===== src/rtl/led_pattern_gen.sv =====
// Multi-channel LED pattern generator: blink/alternate/chase/bounce/fill patterns
// advanced on a prescaled low-frequency tick, restarting cleanly on any mode change.
module led_pattern_gen #(
  parameter int N_LEDS = 8,
  parameter int DIV    = 1,
  parameter int SEL_W  = (N_LEDS > 1) ? $clog2(N_LEDS) : 1
) (
  input  logic              clk,
  input  logic              rst,
  input  logic [2:0]        mode,
  input  logic [SEL_W-1:0]  sel,
  input  logic              tick_lf,
  output logic [N_LEDS-1:0] leds,
  output logic              step_pulse
);
  localparam int CNT_W  = (DIV > 1) ? $clog2(DIV) : 1;
  localparam int FILL_W = $clog2(N_LEDS + 1);

  localparam logic [CNT_W-1:0]  CNT_LAST = CNT_W'(DIV - 1);
  localparam logic [SEL_W-1:0]  POS_LAST = SEL_W'(N_LEDS - 1);
  localparam logic [FILL_W-1:0] FILL_MAX = FILL_W'(N_LEDS);
  localparam logic [N_LEDS-1:0] ONE      = N_LEDS'(1);

  localparam logic [2:0] M_BLINK_SEL = 3'd1;
  localparam logic [2:0] M_BLINK_ALL = 3'd2;
  localparam logic [2:0] M_ALT       = 3'd3;
  localparam logic [2:0] M_CHASE     = 3'd4;
  localparam logic [2:0] M_BOUNCE    = 3'd5;
  localparam logic [2:0] M_FILL      = 3'd6;

  localparam logic DIR_UP   = 1'b0;
  localparam logic DIR_DOWN = 1'b1;

  logic [2:0]        mode_q, mode_d;
  logic [CNT_W-1:0]  cnt_q, cnt_d;
  logic              phase_q, phase_d;
  logic [SEL_W-1:0]  pos_q, pos_d;
  logic              dir_q, dir_d;
  logic [FILL_W-1:0] fill_q, fill_d;
  logic [N_LEDS-1:0] leds_q, leds_d;
  logic              step_pulse_q, step_pulse_d;
  logic              step_s, restart_s, active_s;

  function automatic logic is_active(input logic [2:0] m);
    case (m)
      M_BLINK_SEL, M_BLINK_ALL, M_ALT, M_CHASE, M_BOUNCE, M_FILL: is_active = 1'b1;
      default:                                                    is_active = 1'b0;
    endcase
  endfunction

  assign mode_d    = mode;
  assign restart_s = (mode != mode_q);
  assign active_s  = is_active(mode);

  // Prescaler and pattern state; a mode change zeroes everything and swallows that cycle's step
  always_comb begin
    cnt_d   = cnt_q;
    phase_d = phase_q;
    pos_d   = pos_q;
    dir_d   = dir_q;
    fill_d  = fill_q;
    step_s  = 1'b0;
    if (restart_s) begin
      cnt_d   = '0;
      phase_d = 1'b0;
      pos_d   = '0;
      dir_d   = DIR_UP;
      fill_d  = '0;
    end else if (active_s && tick_lf) begin
      if (cnt_q == CNT_LAST) begin
        cnt_d  = '0;
        step_s = 1'b1;
      end else begin
        cnt_d = cnt_q + CNT_W'(1);
      end
    end else begin
      step_s = 1'b0;
    end

    if (step_s) begin
      case (mode)
        M_BLINK_SEL, M_BLINK_ALL, M_ALT: phase_d = ~phase_q;
        M_CHASE: begin
          if (pos_q == POS_LAST) pos_d = '0;
          else                   pos_d = pos_q + SEL_W'(1);
        end
        M_BOUNCE: begin
          // Direction flips on the end position so each end is shown only once
          if (dir_q == DIR_UP) begin
            if (pos_q == POS_LAST) begin
              dir_d = DIR_DOWN;
              pos_d = (N_LEDS > 1) ? pos_q - SEL_W'(1) : pos_q;
            end else begin
              pos_d = pos_q + SEL_W'(1);
            end
          end else begin
            if (pos_q == '0) begin
              dir_d = DIR_UP;
              pos_d = (N_LEDS > 1) ? pos_q + SEL_W'(1) : pos_q;
            end else begin
              pos_d = pos_q - SEL_W'(1);
            end
          end
        end
        M_FILL: begin
          if (fill_q == FILL_MAX) fill_d = '0;
          else                    fill_d = fill_q + FILL_W'(1);
        end
        default: phase_d = phase_q;
      endcase
    end else begin
      fill_d = fill_d;
    end
  end

  assign step_pulse_d = step_s;

  // LED image of the next state, so leds track state with the same one-cycle latency
  always_comb begin
    leds_d = '0;
    case (mode)
      M_BLINK_SEL: begin
        if (phase_d && ({1'b0, sel} < (SEL_W + 1)'(N_LEDS))) leds_d = ONE << sel;
        else                                                   leds_d = '0;
      end
      M_BLINK_ALL: leds_d = {N_LEDS{phase_d}};
      M_ALT: begin
        for (int i = 0; i < N_LEDS; i++) leds_d[i] = ((i % 2) == 0) ? phase_d : ~phase_d;
      end
      M_CHASE, M_BOUNCE: leds_d = ONE << pos_d;
      M_FILL: begin
        for (int i = 0; i < N_LEDS; i++) leds_d[i] = (FILL_W'(i) < fill_d);
      end
      default: leds_d = '0;
    endcase
  end

  // State and output registers
  always_ff @(posedge clk) begin
    if (rst) begin
      mode_q       <= mode;
      cnt_q        <= '0;
      phase_q      <= 1'b0;
      pos_q        <= '0;
      dir_q        <= DIR_UP;
      fill_q       <= '0;
      leds_q       <= '0;
      step_pulse_q <= 1'b0;
    end else begin
      mode_q       <= mode_d;
      cnt_q        <= cnt_d;
      phase_q      <= phase_d;
      pos_q        <= pos_d;
      dir_q        <= dir_d;
      fill_q       <= fill_d;
      leds_q       <= leds_d;
      step_pulse_q <= step_pulse_d;
    end
  end

  assign leds       = leds_q;
  assign step_pulse = step_pulse_q;

endmodule


===== config.mk =====
export PLATFORM = sky130hd
export DESIGN_NAME = led_pattern_gen
export DESIGN_NICKNAME = d
export VERILOG_FILES = /design/src/rtl/led_pattern_gen.sv
export SDC_FILE = /design/constraint.sdc
export NUM_CORES = 1
export LEC_CHECK = 0
export BUFFER_PORTS_ARGS = -buffer_cell sky130_fd_sc_hd__buf_2
export CORE_ASPECT_RATIO = 0.8
export CORE_MARGIN = 2
export CORE_UTILIZATION = 40
export CTS_CLUSTER_SIZE = 10
export DETAILED_ROUTE_END_ITERATION = 10
export GPL_ROUTABILITY_DRIVEN = 0
export HOLD_SLACK_MARGIN = 0.03
export PLACE_DENSITY = 0.61
export SYNTH_ARGS = -nofsm -noshare
export SYNTH_HDL_FRONTEND = slang
export SYNTH_SLANG_ARGS = --single-unit

===== constraint.sdc =====
create_clock -name clk -period 1.57 [get_ports clk]
set_input_delay 0.314 -clock clk [delete_from_list [all_inputs] [get_ports clk]]
set_output_delay 0.314 -clock clk [all_outputs]
set_load 0.02 [all_outputs]

==> summary.txt, run 1 <==
Place
  – HPWL after DPL: 3630 µm
  – DP Cell Count: 277
  – Port bufs: 17
  – Dpl cell area: 0.00198 mm²
  – Pre-CTS WS: -359 ps

Logic synthesis
  – Net Count, Synth: 194
  – Post-synth EDFFs: 0
  – Synth top area cells: dfxtp_1 28%, ha_1 5.1%, nor2_1 4.0%
  – Flops & latches, synth: 21
  – FFs w/ async S/R, synth: 0
  – Synth unique cells: 55
  – Post-Synthesis Cell Area: 0.00148 mm²
  – Syn Inst Count: 179
  – Sequential area share after synthesis: 0.283
  – Post-synth top area share: 0.283
  – Syn. warnings: 0
  – Avg Cell Area, Syn: 8.29 µm²
  – Cell taking the most area after synthesis: dfxtp_1
  – Ys flop type: dfxtp_1

Critical path
  – Critical Path Fanout Max: 5
  – Cells along the critical path: buf_4 > ha_1 > inv_1 > o21ai_0 > a21oi_2 > a2111oi_4 > o21ai_1
  – Crit. End Element: flip-flop
  – Worst setup path startpoint: fill_q[1]
  – Slowest stage delay, CP: 360 ps
  – Slowest CP cell: a2111oi_4
  – Critical path type: flip-flop to flip-flop
  – FF-to-FF path depth: 7
  – WP data required: 1730 ps
  – Worst Path Arrival: 1940 ps
  – Startpoint types: flip-flop
  – Reg2reg start: fill_q[1]
  – R2r setup slk: -210 ps

Drt
  – DRT iter0 DRCs: 121
  – Antenna viol nets, final: 0
  – Length of the first detailed-routing pass in iterations: 5
  – Post-DR wirelength/cell: 17.8 µm
  – DRC violations left: 0
  – WL final: 5020 µm
  – Avg Vias per Cell: 6.19
  – Via Count: 1751

Pwr
  – Logic pwr share: 0.209
  – Power per standard cell area: 521 mW/mm²
  – Max IR drop VDD: 0.000422 V
  – P_sw: 347 µW
  – Lkg Pwr: 0.883 nW
  – Sequential share of power: 0.464
  – Internal: 827 µW
  – Clock Power Share: 0.327
  – Switching portion of total power: 0.295

Global route
  – First-pass GRT wire length: 8020 µm
  – GR Util All Layers: 0.247
  – Vias in the first global route: 1734
  – Initial antenna violation count: 0
  – Total grt overflow: 0
  – Pin count of the biggest net entering global routing: 13

Outcome
  – Failing checks: negative setup slack
  – Status: finished, violations left

STA
  – Slew @ Worst Pin: 473 ps
  – Period utilization: 1.13
  – Setup violators final: 10
  – Final Hold Viols: 0
  – Setup repair after global routing missed its margin: true
  – Fin crit period: 1780 ps
  – Clock skew: 2.55 ps
  – Achievable frequency: 561 MHz
  – Worst setup margin: -211 ps
  – Fin. max-slew vios: 0
  – Worst slew margin: 0.676

CTS
  – Num CTS Buffers: 3
  – Root buffer cell: clkbuf_8
  – # clock sinks: 21
  – Clock latency on the worst-skew pair: 270 ps
  – CTS tree: done
  – Cts hold-fix bufs: 0
  – Worst-path clk slew: 90 ps
  – Htree depth: 1
  – Max clock buf depth: 2

Cells and area
  – Final cell count without fillers: 283
  – Most common cell after layout, fill and taps aside: buf_4
  – Commonest non-fill, non-tap cells in the layout: 48 x buf_4, 17 x dfxtp_1, 17 x buf_2, 16 x nor2_1, 12 x nand2_1
  – Proportion of layout cells with a drive suffix above 1: 0.469
  – Nets@finish: 257
  – Area growth from synthesis to layout: 51.8%
  – Inserted Diodes: 0
  – Post-route cell area: 0.00225 mm²

Floorplan
  – Chip Width: 72.1 µm
  – Die ar.: 0.00422 mm²
  – Initial core utilization: 0.425
  – Die Y: 58.5 µm
  – Ports: 18
  – Row count: 19
  – Core region area: 0.00349 mm²

Hold path
  – Hold WC Path Type: input port to flip-flop
  – HP Start: rst
  – Hold path cells: 2

Run
  – Max Cap Viol: 0
## power by group through the flow
stage               registers (mW)  clock network (mW)  logic (mW)
floorplan                    0.567                   0       0.110
global placement             0.560                   0       0.210
detailed placement           0.560                   0       0.217
CTS                          0.545               0.392       0.231
global route                 0.546               0.411       0.262
finish                       0.544               0.384       0.246
## synth_stat cells (all sizes together), types with 6 or more instances
master and n:
a31oi 6, inv 8, dfxtp 21, o21ai 7, nor3 8, nand2 12
nand3 6, buf 7, nor2 16, a21oi 9, ha 6, nand4 6
## kinds of logic (layout without fill, tap and decap cells)
logic type | Yosys count | count (layout) | synth area share
adders and majority gates | 6 | 6 | 0.0506
muxes | 3 | 3 | 0.0295
and+or+nand+nor | 79 | 79 | 0.309
AOI/OAI and AO/OA | 48 | 48 | 0.235
buffers and inverters | 16 | 78 | 0.0573
DFF | 21 | 21 | 0.283
xor gates and xnor gates | 6 | 6 | 0.0354
## final cells by class
| cell class | count | area (µm²) |
|---|---|---|
| clock buffers | 3 | 41.3 |
| clock inverters | 1 | 5.00 |
| fillers | 275 | 1240 |
| inverters | 8 | 35.0 |
| multi-input cells | 142 | 1230 |
| flip-flops and latches | 21 | 430 |
| well taps | 42 | 52.6 |
| repair buffers | 66 | 457 |
## final timing paths
check | to
min | fill_q[2]
max | leds[4]
min reg2reg | dir_q
max reg2reg | leds[4]
## per-stage QoR
step | power, mW | setup TNS, ps | hold slack [ps] | util
final | 1.17 | -1400 | 274 | 0.644
after global routing | 1.22 | -2230 | 288 | 0.644
after CTS | 1.17 | -921 | 269 | 0.624
after detailed placement | 0.777 | -2580 | 542 | 0.566
after global placement | 0.770 | -1810 | 522 | 0.566
after floorplan | 0.677 | -21.5 | 342 | -
## critical path: cells and delay by family (launching register included)
family / cells / cell delay, ps
flip-flops: 1 / 340
buffers and inverters: 2 / 220
adder cells (fa/ha/maj): 1 / 210
AO/OA/AOI/OAI: 4 / 900
## metal layers
layer	vias up	wire length, µm	GRT usage
met5	-	0	0
met4	0	112	0.113
met3	14	322	0.0548
met2	70	2380	0.415
met1	858	2210	0.303
li1	809	-	-
## state kept, by name (all words and copies together) (netlist names)
name        count
dir_q           1
pos_q           3
leds            8
step_pulse      1
fill_q          4
phase_q         1
mode_q          3
## timing repair
| action | 4_1_cts | 5_1_grt |
|---|---|---|
| gates resized for setup | 30 | 11 |
| pin swaps | 20 | 10 |
| buffers inserted | 1 | 1 |
| hold endpoints to repair | 0 | 0 |
| endpoints found under the setup margin | 8 | 10 |
(Power assumes the default switching activity.)
==> inputs of run 2 (changes only) <==
- PLACE_DENSITY: 0.61 -> not set
- PLACE_DENSITY_LB_ADDON: not set -> 0.2
==> summary.txt, run 2 (same netlist as run 1, synthesis figures left out) <==
Outcome
  – Status: finished, violations left
  – Failing checks: negative setup slack

Hold path
  – Hold path cells: 2
  – Hold WC Path Type: input port to flip-flop

STA
  – Worst setup margin: -190 ps
  – Slew @ Worst Pin: 441 ps
  – Clock skew: 4.89 ps
  – Setup violators final: 8
  – Period utilization: 1.12
  – Achievable frequency: 568 MHz
  – Setup repair after global routing missed its margin: true
  – Fin crit period: 1760 ps
  – TNS Setup: -1270 ps
  – Fin. max-slew vios: 0
  – Worst slew margin: 0.704
  – Final Hold Viols: 0
  – Worst hold margin: 275 ps

Critical path
  – Critical Path Fanout Max: 5
  – WP data required: 1710 ps
  – R2r setup slk: -190 ps
  – Critical path type: flip-flop to flip-flop
  – Worst setup path startpoint: pos_q[1]
  – Setup crit end: leds[5]
  – Worst Path Arrival: 1900 ps
  – Critical R2R Capture: leds[5]
  – FF-to-FF path depth: 7
  – Startpoint types: flip-flop
  – Reg2reg start: pos_q[1]
  – Crit. End Element: flip-flop

Drt
  – Via Count: 1674
  – Avg Vias per Cell: 5.89
  – DRT iter0 DRCs: 136
  – Length of the first detailed-routing pass in iterations: 5
  – Antenna viol nets, final: 0
  – WL final: 4510 µm
  – DRC violations left: 0
  – Post-DR wirelength/cell: 15.9 µm

Global route
  – Total grt overflow: 0
  – Pin count of the biggest net entering global routing: 13
  – First-pass GRT wire length: 7570 µm
  – GR Util All Layers: 0.228
  – Initial antenna violation count: 0
  – Vias in the first global route: 1687

Cells and area
  – Filler cell count: 298
  – Nets@finish: 258
  – Most common cell after layout, fill and taps aside: buf_4
  – Inserted Diodes: 0
  – Layout Utilization: 0.616
  – Area of the multi-input gates: 0.00114 mm²
  – Post-route cell area: 0.00215 mm²
  – Commonest non-fill, non-tap cells in the layout: 50 x buf_4, 17 x dfxtp_1, 17 x buf_2, 15 x nor2_1, 12 x nand2_1
  – Area growth from synthesis to layout: 45.0%
  – Proportion of layout cells with a drive suffix above 1: 0.450
  – Register area: 425 µm²
  – Final cell count without fillers: 284
  – Max reg flops: 8

Place
  – DP Cell Count: 277
  – Pre-CTS WS: -353 ps
  – Port bufs: 17
  – Dpl cell area: 0.00198 mm²
  – HPWL after DPL: 3430 µm

CTS
  – Clock latency on the worst-skew pair: 270 ps
  – Worst-path clk slew: 90 ps
  – Num CTS Buffers: 3
  – Root buffer cell: clkbuf_8
  – Cts hold-fix bufs: 0
  – CTS tree: done
  – Max clock buf depth: 2
  – Htree depth: 1
  – # clock sinks: 21

Floorplan
  – Core region area: 0.00349 mm²
  – Chip Width: 72.1 µm
  – Ports: 18
  – Row count: 19
  – Die Y: 58.5 µm
  – Initial core utilization: 0.425
  – Die ar.: 0.00422 mm²

Pwr
  – Lkg Pwr: 0.862 nW
  – Max IR drop VDD: 0.000359 V
  – Power, Total: 1.18 mW
  – Power per standard cell area: 547 mW/mm²

Run
  – Max Cap Viol: 0
-- run 2: changes by cell type in the layout (fill, tap and decap cells not counted), sizes merged --
| cell | delta |
|---|---|
| buf | +1 |
-- run 2: final cells by class --
type / count / share of cell area
Clock inverter: 1 / 0.00233
Sequential cell: 21 / 0.198
Inverter: 8 / 0.0140
Clock buffer: 3 / 0.0192
Multi-Input combinational cell: 142 / 0.528
Timing Repair Buffer: 67 / 0.214
Tap cell: 42 / 0.0244
-- run 2: worst min path at each step --
| stage | slack, ps | to | from |
|---|---|---|---|
| finish | 270 | fill_q[2] | rst |
| global route | 260 | fill_q[2] | rst |
| CTS | 270 | fill_q[2] | rst |
| detailed placement | 540 | dir_q | dir_q |
| global placement | 520 | dir_q | dir_q |
| floorplan | 340 | mode_q[0] | mode[0] |
-- run 2: metal layers --
metal | wire length [µm] | vias to the layer above | global-route usage
met2 | 2110 | 71 | 0.389
li1 | - | 808 | -
met3 | 269 | 10 | 0.0462
met5 | 0 | - | 0
met1 | 2060 | 785 | 0.292
met4 | 72 | 0 | 0.0701
-- run 2: repair_timing --
item / 4_1_cts / 5_1_grt
pin swaps: 10 / 1
endpoints found under the setup margin: 8 / 12
gates resized for setup: 16 / 6
buffers inserted: 3 / 0
endpoints found under the hold margin: 0 / 0
-- run 2: power breakdown --
part	switching [mW]	internal [mW]
Sequential	0.00515	0.543
Clock	0.213	0.178
Combinational	0.128	0.110
Total	0.346	0.831
-- run 2: critical path, cell delays in order, from the launching register on --
cell	delay (ps)
dfxtp_2	360
ha_2	210
ha_4	150
nor4bb_2	260
a31oi_1	90
o211a_1	200
o2111ai_1	240
o211ai_1	140
